File: src/rtl/counter_udm_m.sv
// Up/down counter with a programmable upper limit, synchronous load with clamp,
// wrap or saturate behaviour at the boundaries, a one-cycle terminal-count pulse
// and a sticky overflow/underflow flag.
module counter_udm_m #(
  parameter int unsigned WIDTH    = 5,
  parameter bit          SATURATE = 1'b0
) (
  input  logic             clk,
  input  logic             rst_,
  input  logic             load,
  input  logic [WIDTH-1:0] data,
  input  logic             enable,
  input  logic             up_dn,
  input  logic [WIDTH-1:0] limit,
  input  logic             clr_ovf,
  output logic [WIDTH-1:0] count,
  output logic             tc,
  output logic             ovf
);

  localparam logic [WIDTH-1:0] One  = WIDTH'(1);
  localparam logic [WIDTH-1:0] Zero = '0;

  logic [WIDTH-1:0] count_q, count_d;
  logic             tc_q, tc_d;
  logic             ovf_q, ovf_d;

  logic             at_top;     // count_q at or above the current limit
  logic             at_bottom;  // count_q is zero
  logic [WIDTH-1:0] load_val;   // data clamped into 0..limit
  logic             boundary;   // enabled, non-load edge at a boundary

  // Boundary detection and load clamp, all against the limit sampled this edge.
  always_comb begin
    at_top    = (count_q >= limit);
    at_bottom = (count_q == Zero);
    load_val  = (data <= limit) ? data : limit;
    boundary  = !load && enable && (up_dn ? at_top : at_bottom);
  end

  // Next-state selection: load beats enable beats hold.
  always_comb begin
    count_d = count_q;
    tc_d    = 1'b0;
    // A boundary event in the same edge overrides the clear.
    ovf_d   = (ovf_q && !clr_ovf) || boundary;

    if (load) begin
      count_d = load_val;
    end else if (enable) begin
      if (up_dn) begin
        if (at_top) begin
          count_d = SATURATE ? limit : Zero;
        end else begin
          count_d = count_q + One;
        end
      end else begin
        if (at_bottom) begin
          count_d = SATURATE ? Zero : limit;
        end else begin
          // Also taken when count_q sits above a freshly lowered limit.
          count_d = count_q - One;
        end
      end
      tc_d = boundary;
    end
  end

  // State registers with asynchronous active-low clear.
  always_ff @(posedge clk or negedge rst_) begin
    if (!rst_) begin
      count_q <= Zero;
      tc_q    <= 1'b0;
      ovf_q   <= 1'b0;
    end else begin
      count_q <= count_d;
      tc_q    <= tc_d;
      ovf_q   <= ovf_d;
    end
  end

  // Outputs come straight from registers.
  always_comb begin
    count = count_q;
    tc    = tc_q;
    ovf   = ovf_q;
  end

endmodule

File: config.mk
export PLATFORM = sky130hd
export DESIGN_NAME = counter_udm_m
export DESIGN_NICKNAME = d
export VERILOG_FILES = /design/src/rtl/counter_udm_m.sv
export SDC_FILE = /design/constraint.sdc
export NUM_CORES = 1
export LEC_CHECK = 0
export ABC_AREA = 1
export CORE_MARGIN = 2
export CORE_UTILIZATION = 48
export CTS_BUF_LIST = sky130_fd_sc_hd__clkbuf_8 sky130_fd_sc_hd__clkbuf_16
export CTS_CLUSTER_DIAMETER = 60
export CTS_CLUSTER_SIZE = 12
export DETAILED_ROUTE_END_ITERATION = 7
export GPL_TIMING_DRIVEN = 0
export HOLD_SLACK_MARGIN = 0.08
export PLACE_DENSITY = 0.79
export SYNTH_ARGS = -nofsm -noshare
export SYNTH_HDL_FRONTEND = slang
export SYNTH_SLANG_ARGS = --single-unit
File: constraint.sdc
create_clock -name clk -period 1.57 [get_ports clk]
set_input_delay 0.3925 -clock clk [delete_from_list [all_inputs] [get_ports clk]]
set_output_delay 0.3925 -clock clk [all_outputs]
set_load 0.01 [all_outputs]
==> results.py <==
metrics = {
    "sta": {
        "fin_skew_ps": 6.51,
        "slew_headroom_pct": 76.0,
        "fin_tns_setup_ps": 0,
        "finalCritPeriodShare_pct": 99.3,
        "post-route-min-period_ps": 1560,
        "hold_viol_final": 0,
        "finalSetupViolCount": 0,
        "fmax_mhz": 642,
        "rsz0062_at_grt": "true",
        "tightest_slew_ps": 359,
        "slew_violations": 0,
    },
    "pwr": {
        "power.switching_mw": 0.464,
        "cellLeakagePower_nw": 0.790,
        "peakVddDrop_mv": 1.14,
        "swShare_pct": 40.1,
        "power_density_nw_per_um2": 792,
        "seqPwrFrac_pct": 21.9,
        "p_int_mw": 0.694,
        "power.share.clock_pct": 21.1,
        "comb_power_share_pct": 56.9,
    },
    "place": {
        "gp_congestion": 0.873,
        "io_buffers": 22,
        "place_inst": 190,
        "placed_area_sq_um": 1140,
        "dpl.hpwl_microns": 1730,
    },
    "drt": {
        "routed-via-count": 1067,
        "drc": 0,
        "final_antenna_net_count": 0,
        "vias_per_cell": 5.06,
        "wirelength_microns": 2720,
        "drt_iter0_drc": 18,
        "firstDrtPassIters": 4,
        "post_drt_wl_per_cell_microns": 12.9,
    },
    "clocking": {
        "clk_latency_ps": 230,
        "cts.hold.buffers_added": 0,
        "clk_pin_slew_worst_paths_ps": 40,
        "numClockSinks": 7,
        "cts.path.max_buffers": 2,
        "h-tree-depth": 1,
        "cts_tree": "built",
        "root_buffer": "clkbuf_8",
        "cts_made_buffers": 3,
    },
    "floorplan": {
        "initial_core_util_pct": 51.2,
        "die_area_sq_um": 2200,
        "fp.coreArea_sq_um": 1730,
        "rows": 15,
        "die_w_microns": 46.9,
        "io_pins": 23,
        "die_y_microns": 46.9,
    },
    "final_layout": {
        "final_nets": 215,
        "finalNonFillerCells": 211,
        "fillers": 118,
        "area_growth_pct": 65.3,
        "final_cell_mix": "nand2_1, inv_1, buf_4, nor2_1, nand3_1",
        "drive_above_1_share_pct": 31.7,
        "final_area_sq_um": 1460,
        "ff_latch_area_sq_um": 180,
        "insertedDiodeCount": 0,
        "multi_input_comb_area_sq_um": 748,
        "layout_commonest_cell": "nand2_1",
    },
    "synth": {
        "synth_warnings": 0,
        "synth_seq_cells": 7,
        "ys_types": 16,
        "synthesis.nets": 171,
        "avgSynthCellArea_sq_um": 6.19,
        "synthesis.area_sq_um": 885,
        "synth_seq_area_share_pct": 19.8,
        "synthCells": 143,
    },
    "worst_hold_path": {
        "hold_class": "primary input to async pin",
    },
    "critical_path": {
        "criticalPathCategory": "register to output pin",
        "critical_path_arrival_ps": 1170,
        "path_buf_inv": 1,
        "path_delay_family": "buffers and inverters",
        "crit_cells": 1,
        "slowest_delay_ps": 590,
        "cp_max_fo": 1,
        "cp-start-kind": "register",
        "cpMaxStageDelayCell": "clkdlybuf4s50_1",
        "end_kind": "output pin",
        "crit_required_ps": 1180,
        "reg2reg_depth": 9,
        "cp_cell_sequence": "clkdlybuf4s50_1",
    },
    "job": {
        "drv_cap": 0,
    },
    "global_route": {
        "grt_max_degree": 8,
        "grt-ovfl-total": 0,
        "track_usage_pct": 25.4,
        "grt_pass1_wl_microns": 3930,
        "grt_pass1_vias": 969,
        "grt_antenna_before_repair": 0,
    },
    "outcome": {
        "status": "finished clean",
    },
}
## registers in the layout, summed over array words and instances, names as in the netlist
signal	flops
tc	1
count	5
ovf	1
## routing by layer
layer,track usage [%],wire length (microns)
met5,0,0
met4,9.44,110
met3,7.69,103
met2,44.9,1410
met1,28.7,1090
## worst register-to-register path, stage by stage, from the launching register on
cell and delay [ps]:
dfrtp_2 430, buf_4 150, buf_4 130, ha_2 190
nand3_2 80, xor2_1 160, nand2_1 60, nand2_1 80
nand2_1 50, nand3_1 90
## synth_stat cells
library cell  count  area [sq um]
nand2_1          47           176
inv_1            27           101
nand3_1          18          90.1
nor2_1           17          63.8
ha_1             12           150
dfrtp_1           7           175
nand3_2           3          30.0
xor2_1            3          26.3
a21oi_1           2          10.0
buf_6             1          11.3
nand4_2           1          12.5
nor2_4            1          11.3
o21ai_0           1          5.00
o22ai_1           1          6.26
or2_0             1          6.26
xnor2_1           1          8.76
## logic make-up (layout without fill, tap and decap cells)
kind of cell,count (synthesis),after routing,synth area share (%)
xor gates and xnor gates,4,4,3.96
buffers and inverters,28,71,12.7
and+or+nand+nor,88,88,44.1
adders and majority gates,12,12,17.0
DFF,7,7,19.8
AOI/OAI and AO/OA,4,4,2.40
## final cells by class
| type | instances | share of cell area [%] |
|---|---|---|
| Clock buffer | 3 | 2.82 |
| Timing Repair Buffer | 39 | 23.6 |
| Sequential cell | 7 | 12.3 |
| Multi-Input combinational cell | 108 | 51.2 |
| Tap cell | 25 | 2.14 |
| Clock inverter | 1 | 0.257 |
| Inverter | 27 | 6.93 |
| Buffer | 1 | 0.770 |
## what timing repair did
action / CTS / global route
gates resized for setup: 27 / 27
setup endpoints to repair: 12 / 9
cloned: 0 / 0
setup buffers: 14 / 3
pin swaps: 11 / 10
## through the flow
step | hold WS [ps] | setup slack [ps] | power, mW | utilization [%]
final | 424 | 11.5 | 1.16 | 84.7
after CTS | 426 | 3.88 | 1.06 | 76.8
after global placement | 519 | -530 | 0.723 | 65.8
after floorplan | 96.9 | 84.1 | 0.558 | -
after global routing | 441 | -38.3 | 1.23 | 84.7
after detailed placement | 534 | -568 | 0.738 | 65.8
## path summary, 6_finish.rpt
check / startpoint / end / slack (ps)
worst max register to register: count[1] / count[4] / 80
worst max-delay path: tc / tc / 10
worst min-delay path: rst_ / tc / 420
worst min register to register: ovf / ovf / 540
min in group clk: ovf / ovf / 540
max in group asynchronous: rst_ / count[2] / 880
## power groups by stage
stage	Clock, mW	Combinational, mW	Sequential, mW
after CTS	0.249	0.568	0.245
after detailed placement	0	0.477	0.261
final	0.245	0.659	0.254
after global placement	0	0.464	0.259
after global routing	0.262	0.715	0.256
after floorplan	0	0.299	0.260
Note: power is estimated with default switching activity, not from simulation.
